### config.mk
export PLATFORM = sky130hd
export DESIGN_NAME = cla_seq_ctrl_flat
export DESIGN_NICKNAME = d
export VERILOG_FILES = /design/src/rtl/cla_seq_ctrl_pkg.sv /design/src/rtl/cla_seq_ctrl_if.sv /design/src/rtl/cla_seq_ctrl_cla4_slice.sv /design/src/rtl/cla_seq_ctrl.sv /design/src/flat_wrapper.sv
export SDC_FILE = /design/constraint.sdc
export NUM_CORES = 1
export LEC_CHECK = 0
export BUFFER_PORTS_ARGS = -buffer_cell sky130_fd_sc_hd__buf_2
export CAP_MARGIN = 20
export CORE_MARGIN = 1.5
export CORE_UTILIZATION = 54
export CTS_BUF_LIST = sky130_fd_sc_hd__clkbuf_16
export DETAILED_ROUTE_END_ITERATION = 8
export GPL_TIMING_DRIVEN = 0
export PLACE_DENSITY = 0.77
export SETUP_SLACK_MARGIN = 0.15
export SLEW_MARGIN = 5
export SYNTH_ARGS = -nofsm -noshare
export SYNTH_HDL_FRONTEND = slang
export SYNTH_SLANG_ARGS = --single-unit
export TNS_END_PERCENT = 1
### constraint.sdc
create_clock -name clk -period 2.7 [get_ports clk]
set_input_delay 0.54 -clock clk [delete_from_list [all_inputs] [get_ports clk]]
set_output_delay 0.54 -clock clk [all_outputs]
set_load 0.05 [all_outputs]
### src/rtl/cla_seq_ctrl_pkg.sv
// Shared types and constants for the nibble-serial carry-lookahead adder sequencer.
package cla_seq_pkg;

    localparam int SLICE_W = 4;

    typedef enum logic [1:0] {
        IDLE = 2'd0,
        RUN  = 2'd1,
        DONE = 2'd2
    } state_t;

    // Nibble index width; kept at 1 bit minimum so WIDTH=4 still has a legal register.
    function automatic int nib_w(input int nib);
        return (nib > 1) ? $clog2(nib) : 1;
    endfunction

endpackage

### src/rtl/cla_seq_ctrl_if.sv
// Operand/result handshake bundle; the sub bit exists only when CLA_SEQ_SUB_EN is defined.
interface cla_seq_ctrl_if #(parameter int WIDTH = 16);
    logic             in_valid;
    logic             in_ready;
    logic [WIDTH-1:0] a;
    logic [WIDTH-1:0] b;
`ifdef CLA_SEQ_SUB_EN
    logic             sub;
`endif
    logic             out_valid;
    logic             out_ready;
    logic [WIDTH-1:0] sum;
    logic             cout;
    logic             ovf;

`ifdef CLA_SEQ_SUB_EN
    modport master (output in_valid, a, b, sub, out_ready,
                    input  in_ready, out_valid, sum, cout, ovf);
    modport slave  (input  in_valid, a, b, sub, out_ready,
                    output in_ready, out_valid, sum, cout, ovf);
`else
    modport master (output in_valid, a, b, out_ready,
                    input  in_ready, out_valid, sum, cout, ovf);
    modport slave  (input  in_valid, a, b, out_ready,
                    output in_ready, out_valid, sum, cout, ovf);
`endif
endinterface

### src/rtl/cla_seq_ctrl_cla4_slice.sv
// Combinational 4-bit carry-lookahead slice; exposes c3 so the caller can derive signed overflow.
module cla4_slice (
    input  logic [3:0] a,
    input  logic [3:0] b,
    input  logic       cin,
    output logic [3:0] s,
    output logic       c3,
    output logic       c4
);
    logic [3:0] g;
    logic [3:0] p;
    logic       c1;
    logic       c2;

    assign g = a & b;
    assign p = a ^ b;

    assign c1 = g[0] | (p[0] & cin);
    assign c2 = g[1] | (p[1] & g[0]) | (p[1] & p[0] & cin);
    assign c3 = g[2] | (p[2] & g[1]) | (p[2] & p[1] & g[0]) | (p[2] & p[1] & p[0] & cin);
    assign c4 = g[3] | (p[3] & g[2]) | (p[3] & p[2] & g[1]) | (p[3] & p[2] & p[1] & g[0])
              | (p[3] & p[2] & p[1] & p[0] & cin);

    assign s = p ^ {c3, c2, c1, cin};
endmodule

### src/rtl/cla_seq_ctrl.sv
// Adds WIDTH-bit operands one nibble per cycle on a shared CLA slice; result valid NIB+1 cycles after accept.
// One op in flight, in_ready only in IDLE, result held until out_ready. CLA_SEQ_SUB_EN adds the sub (A-B) option.
module cla_seq_ctrl
    import cla_seq_pkg::*;
#(
    parameter int WIDTH = 16
) (
    input  logic          clk,
    input  logic          rst_n,
    cla_seq_ctrl_if.slave bus
);
    localparam int NIB   = WIDTH / SLICE_W;
    localparam int NIB_W = nib_w(NIB);
    localparam logic [NIB_W-1:0] LAST_IDX = NIB_W'(NIB - 1);

    if ((WIDTH < SLICE_W) || ((WIDTH % SLICE_W) != 0)) begin : g_bad_width
        $error("cla_seq_ctrl: WIDTH must be a multiple of 4 and at least 4");
    end

    state_t              state_q;
    state_t              state_d;
    logic [WIDTH-1:0]    a_q;
    logic [WIDTH-1:0]    b_q;
    logic [WIDTH-1:0]    sum_q;
    logic                carry_q;
    logic                cout_q;
    logic                ovf_q;
    logic [NIB_W-1:0]    idx_q;
    logic [SLICE_W-1:0]  nib_a;
    logic [SLICE_W-1:0]  nib_b;
    logic [SLICE_W-1:0]  nib_s;
    logic                c3;
    logic                c4;
    logic                in_ready;
    logic                out_valid;
    logic                accept;
    logic                last;

    assign nib_a  = a_q[idx_q*SLICE_W +: SLICE_W];
    assign nib_b  = b_q[idx_q*SLICE_W +: SLICE_W];
    assign last   = (idx_q == LAST_IDX);
    assign accept = in_ready & bus.in_valid;

    cla4_slice u_slice (
        .a   (nib_a),
        .b   (nib_b),
        .cin (carry_q),
        .s   (nib_s),
        .c3  (c3),
        .c4  (c4)
    );

    always_ff @(posedge clk or negedge rst_n) begin
        if (!rst_n) begin
            state_q <= IDLE;
        end else begin
            state_q <= state_d;
        end
    end

    always_comb begin
        state_d   = state_q;
        in_ready  = 1'b0;
        out_valid = 1'b0;
        case (state_q)
            IDLE: begin
                in_ready = 1'b1;
                if (bus.in_valid) state_d = RUN;
            end
            RUN: begin
                if (last) state_d = DONE;
            end
            DONE: begin
                out_valid = 1'b1;
                if (bus.out_ready) state_d = IDLE;
            end
            default: state_d = IDLE;
        endcase
    end

    always_ff @(posedge clk or negedge rst_n) begin
        if (!rst_n) begin
            a_q     <= '0;
            b_q     <= '0;
            sum_q   <= '0;
            carry_q <= 1'b0;
            cout_q  <= 1'b0;
            ovf_q   <= 1'b0;
            idx_q   <= '0;
        end else if (accept) begin
            a_q   <= bus.a;
            idx_q <= '0;
`ifdef CLA_SEQ_SUB_EN
            // Subtract as A + ~B + 1: invert at capture, seed the carry chain with 1.
            b_q     <= bus.sub ? ~bus.b : bus.b;
            carry_q <= bus.sub;
`else
            b_q     <= bus.b;
            carry_q <= 1'b0;
`endif
        end else if (state_q == RUN) begin
            sum_q[idx_q*SLICE_W +: SLICE_W] <= nib_s;
            carry_q <= c4;
            if (last) begin
                cout_q <= c4;
                ovf_q  <= c3 ^ c4;
            end else begin
                idx_q <= idx_q + 1'b1;
            end
        end
    end

    assign bus.in_ready  = in_ready;
    assign bus.out_valid = out_valid;
    assign bus.sum       = sum_q;
    assign bus.cout      = cout_q;
    assign bus.ovf       = ovf_q;
endmodule

### src/flat_wrapper.sv
// flat-port wrapper written by rule: the top's interface ports become plain ports
module cla_seq_ctrl_flat import cla_seq_pkg::*;
#(
    parameter int WIDTH = 16
)
  (clk, rst_n, bus_in_valid, bus_a, bus_b, bus_out_ready, bus_in_ready, bus_out_valid, bus_sum, bus_cout, bus_ovf);
  cla_seq_ctrl_if #(.WIDTH(WIDTH)) bus_i ();
  input  logic clk;
  input  logic rst_n;
  input wire logic [$bits(bus_i.in_valid)-1:0] bus_in_valid;
  input wire logic [$bits(bus_i.a)-1:0] bus_a;
  input wire logic [$bits(bus_i.b)-1:0] bus_b;
  input wire logic [$bits(bus_i.out_ready)-1:0] bus_out_ready;
  output wire logic [$bits(bus_i.in_ready)-1:0] bus_in_ready;
  output wire logic [$bits(bus_i.out_valid)-1:0] bus_out_valid;
  output wire logic [$bits(bus_i.sum)-1:0] bus_sum;
  output wire logic [$bits(bus_i.cout)-1:0] bus_cout;
  output wire logic [$bits(bus_i.ovf)-1:0] bus_ovf;
  assign bus_i.in_valid = bus_in_valid;
  assign bus_i.a = bus_a;
  assign bus_i.b = bus_b;
  assign bus_i.out_ready = bus_out_ready;
  assign bus_in_ready = bus_i.in_ready;
  assign bus_out_valid = bus_i.out_valid;
  assign bus_sum = bus_i.sum;
  assign bus_cout = bus_i.cout;
  assign bus_ovf = bus_i.ovf;
  cla_seq_ctrl #(.WIDTH(WIDTH)) u_core (.clk(clk), .rst_n(rst_n), .bus(bus_i));
endmodule
### After elaboration in Yosys (flattened, before gate mapping)

Index checks and enable logic that the tools add are counted.

* add/sub/neg operators: 2
* equality and inequality tests: 7
* shift-type cells: 4
* muxes and demuxes: 12
* bitwise logic cells: 32
* reductions and logical operators: 6

Operators with widths (count)
* 4-bit negator with 34-bit output: 1
* 4-bit by 34-bit variable shift with 16-bit output, first input constant: 1
* 4-bit by 34-bit variable part select with 16-bit output: 1
* 16-bit by 5-bit variable part select with 4-bit output: 2
* 1-bit AND: 17
* 16-bit bitwise mux: 1
* 2-bit 2-to-1 mux: 6
* 1-bit OR: 10
* 4-bit bitwise XOR: 2
* 2-bit one-hot mux with 3 select lines: 1
* 3-bit AND reduction: 2
* 4-bit AND: 1
* 2-bit == test, second input constant: 2
* 1-bit 2-to-1 mux: 4
* 2-bit by 1-bit inequality test with 1-bit output, second input constant: 2
* 2-bit inequality test, second input constant: 2
* 2-bit AND reduction: 2
* 2-bit by 1-bit adder with 2-bit output, second input constant: 1
* 2-bit by 1-bit == test with 1-bit output, second input constant: 1
* 2-bit zero test: 1
* 2-bit nonzero test: 1
* 1-bit NOT: 1
* 1-bit bitwise XOR: 1

* register bits after elaboration: 55
* bits of input ports: 36
* output and inout port bits: 20
* word-level logic and storage cells: 71

### Longest topological paths before layout

* depth after elaboration: 9
* gate-level depth with buffers: 7
* gate-level depth less buffers: 6

### Modules after synthesis

Synthesis repeated with hierarchy kept, for this count alone.

* cell total of the unflattened synthesis: 193
* area total of the unflattened synthesis: 2732.6 µm²

By module, submodules not included
* cla_seq_ctrl: instances 1, cells an instance 175, area an instance 2577.5 µm², seq. area each 1376.3 µm²
* cla4_slice: instances 1, cells an instance 18, area an instance 155.1 µm², seq. area each 0.0 µm²

### Worst setup path after synthesis

OpenSTA, ideal clock, no wires.

* kind: register to register
* start point: reg u_core.idx_q[0]
* end point: reg u_core.sum_q[11] (netlist: u_core.bus.sum[11])
* setup time: 0.121 ns
* data arrival time: 2.337 ns
* required time: 2.579 ns
* setup slack: 0.242 ns
* stages on the path, launching flop included: 8
* path buffers: 1
* period minus slack after synthesis: 2.458 ns
* cells stage by stage: dfrtp_1 > buf_4 > mux4_2 > ha_1 > a211oi_1 > o21bai_1 > xor2_1 > a22o_1

* word-level cells in the longest chain between the ends: 9
* elaborated cells between the ends (all ways): 24
* classes of those cells: add/sub (1); shift (4); mux (1); bitwise (18)

RTL lines
* from (decl): RTL line cla_seq_ctrl.sv:28 `logic [NIB_W-1:0] idx_q;`
* from (signal assigned): RTL line cla_seq_ctrl.sv:108 `idx_q <= idx_q + 1'b1;`
* 16-bit by 5-bit variable part select with 4-bit output, on equally long branches: RTL line cla_seq_ctrl.sv:39, cla_seq_ctrl.sv:40
* 4-bit bitwise XOR / 4-bit AND (equally long branches): RTL line cla_seq_ctrl_cla4_slice.sv:16, cla_seq_ctrl_cla4_slice.sv:15
* 1-bit AND: RTL line cla_seq_ctrl_cla4_slice.sv:20 `assign c3 = g[2] | (p[2] & g[1]) | (p[2] & p[1] & g[0]) | (p[2] & p[1] & p[0] & cin);`
* 1-bit OR / 1-bit AND (equally long branches) (2 in a row): RTL line cla_seq_ctrl_cla4_slice.sv:20
* 1-bit OR: RTL line cla_seq_ctrl_cla4_slice.sv:20
* 4-bit bitwise XOR: RTL line cla_seq_ctrl_cla4_slice.sv:24 `assign s = p ^ {c3, c2, c1, cin};`
* 4-bit by 34-bit variable part select with 16-bit output: RTL line cla_seq_ctrl.sv:102 `sum_q[idx_q*SLICE_W +: SLICE_W] <= nib_s;`
* 16-bit bitwise mux (*): RTL line cla_seq_ctrl.sv:102
* to (signal, indexed assignment): RTL line cla_seq_ctrl.sv:102
* to (decl): RTL line cla_seq_ctrl.sv:24 `logic [WIDTH-1:0] sum_q;`

Every way passes the cells marked *; elsewhere a longest branch is shown, timed or not.
A chain may end at the register's enable or synchronous reset.

### Worst setup path in the final report

Same ends and word-level chain as after synthesis.

==> metrics.md <==
| Metric | Value |
|---|---|
| CTS tree | yes |
| Worst Skew | 0.00408 ns |
| Via Count | ~1600 |
| Number of synthesized register bits | 55 |
| DRC viols | 0 |
| Total global-route track usage | 20.2% |
| Antenna Nets Post-Route | 0 |
| Root Buffer | clkbuf_16 |
| Die Y | ~72 µm |
| Drt initial violations | 41 |
| Vias per std cell | ~5.6 |
| Area contributors post-synth | dfrtp_1, mux2_2, mux4_2 |
| Rel. slew slack | 62.3% |
| Share of Yosys cell area claimed by the top area cell type | a little over half |
| Final core occ | about 70% |
| Pre-CTS WS | -0.114 ns |
| IO Count | 56 |
| Clk_lat worst skew | 0.29 ns |
| Share of synthesized registers carrying an async set or reset | between 90% and 100% |
| Synth area leader | dfrtp_1 |
| Rows | 24 |
| Drt total wl | 4690 µm |
| Die area | 5120 µm² |
| Antenna diode count | 0 |
| Vias in the first global route | 1640 |
| CP Class | flip-flop to flip-flop |
| CTS max path bufs | 2 |
| HPWL after DPL | ~3500 µm |
| Largest net degree at the start of global routing | 32 |
| Min-delay worst type | input port to asynchronous set/reset pin |
| Crit path launch type | flip-flop |
| Syn Inst Count | 170 |
| Starting Density | around 57% |
| Worst Max-Slew Pin Slew | 0.566 ns |
| FMAX | 417 MHz |
| Sequential area share after synthesis | 54.2% |
| Synth Flop Type | dfrtp_1 |
| Worst path setup slack after routing | 0.304 ns |
| Crit Path Max Fanout | 10 |
| Hold WS | 0.237 ns |
| GPL Wtd Cong | approximately 0.8 |
| Yosys warns | 0 |
| Max_cap viols | 0 |
| Fraction of layout cells with a size suffix above 1 | about half |
| Outcome | finished, final reports clean |
| DR WL/cell | 16.3 µm |
| Area Growth Syn to Fin | 21.9% |
| Clock transition at the registers of the reported paths | 0.06 ns |
| First-pass GRT wire length | 7800 µm |
| Hold Violations, Final | 0 |
| Number of flops mapped to enable cells by yosys | 0 |
| GRT overflow | 0 |
| # clock sinks | 55 |
| Mean Syn Cell Area | 14.9 µm² |
| Fin crit share | between 80% and 90% |
| Antenna violations before repair | 0 |
| Clock period minus worst slack | 2.40 ns |
| Final layout net count | around 280 |
| Critical path required time | 2.88 ns |
| IO buf count | between 50 and 60 |
| RSZ-0062 raised after global routing | false |
| Mapped Nets | between 200 and 250 |
| Total CTS buffers | 5 |
| Final setup violation count | 0 |
| Setup TNS | 0 ns |
| Drt pass-1 iters | 6 |
| WP data arrival | 2.58 ns |
| Netlist Area Pre-Place | approximately 2500 µm² |
| Crit end category | flip-flop |
| H-tree depth | 2 |
| Die Wd | 71.6 µm |
| Count of cell types in the netlist | 28 |
| CORE AREA | 4440 µm² |
| Final Max Tran Viols | 0 |
[logic make-up after synthesis]
| kind of cell | after synthesis | share of synthesized area, % |
|---|---|---|
| flip-flops | 55 | 54.2 |
| multiplexers | 42 | 22.7 |
| AO/OA/AOI/OAI | 28 | 8.33 |
| AND/OR/NAND/NOR | 21 | 5.13 |
| adder cells (fa/ha/maj) | 11 | 5.72 |
| buffers and inverters | 10 | 2.81 |
| XOR/XNOR | 3 | 1.04 |
[per-layer routing]
metal / routed length (µm) / up-vias / GRT usage (%)
met4: 72 / 0 / 6.92
met1: 2120 / 797 / 26.4
li1: - / 757 / -
met3: 220 / 5 / 5.49
met5: 0 / - / 0
met2: 2270 / 45 / 33.1
[area by class of cell]
| type | count | area (µm²) |
|---|---|---|
| Clock buffer | 5 | 125 |
| Multi-Input combinational cell | 105 | 1110 |
| Timing Repair Buffer | 57 | 303 |
| Clock inverter | 3 | 38.8 |
| Sequential cell | 55 | 1380 |
| Inverter | 4 | 15.0 |
| Fill cell | 324 | 1350 |
| Tap cell | 52 | 65.1 |
| Buffer | 6 | 63.8 |
[through the flow]
step                instance area, µm²  instances
floorplan                         2540        170
global placement                  2880        277
detailed placement                2900        278
CTS                               3090        287
global route                      3090        287
finish                            3090        287
[critical path, cell delays in order (launching register included)]
cell and delay (ns):
dfrtp_2 0.36, buf_6 0.17, mux4_2 0.55, ha_1 0.36, a211oi_2 0.28, o21bai_2 0.15, xor2_2 0.20, a22o_1 0.22
[timing repair]
action                     in CTS  in global routing
buffers inserted                1                  0
hold buffers                    0                  0
setup endpoints to repair      11                  4
gates resized for setup         5                  3
[final timing paths]
check / startpoint / end / slack [ns] / cells after the start
setup reg to reg: u_core.idx_q[0] / u_core.bus.sum[11] / 0.30 / 7
max in group asynchronous: rst_n / u_core.idx_q[0] / 1.89 / 2
hold / removal: rst_n / u_core.bus.sum[3] / 0.24 / 1
min in group clk: bus_out_ready / u_core.state_q[1] / 0.43 / 2
hold reg to reg: u_core.bus.ovf / u_core.bus.ovf / 0.48 / 2
setup / recovery: u_core.idx_q[0] / u_core.bus.sum[11] / 0.30 / 7
[layout by cell type, fill, tap and decap left out, types with 5 or more instances in the layout]
cell / n
nand2_1: 6
dfrtp_1: 54
clkbuf_16: 5
ha_1: 10
mux2_2: 29
o21ai_0: 6
a22o_1: 17
buf_2: 55
buf_6: 5
mux4_2: 8
nor2_1: 6
[registers in the layout, indices dropped and copies added, names as in the netlist]
name,count
u_core.a_q,16
u_core.b_q,16
u_core.bus.cout,1
u_core.bus.ovf,1
u_core.bus.sum,16
u_core.carry_q,1
u_core.idx_q,2
u_core.state_q,2
[synthesized netlist by cell type, drive strengths merged (2+ instances only)]
cell type / number
dfrtp: 55
mux2: 33
a22o: 17
ha: 10
mux4: 8
nand2: 7
nor2: 6
o21ai: 6
buf: 5
inv: 4
a21oi: 2
and4: 2
nand2b: 2
xor2: 2
Power is not shown: default switching activity piles up to over one toggle a cycle in this logic, so the estimate is an artifact.
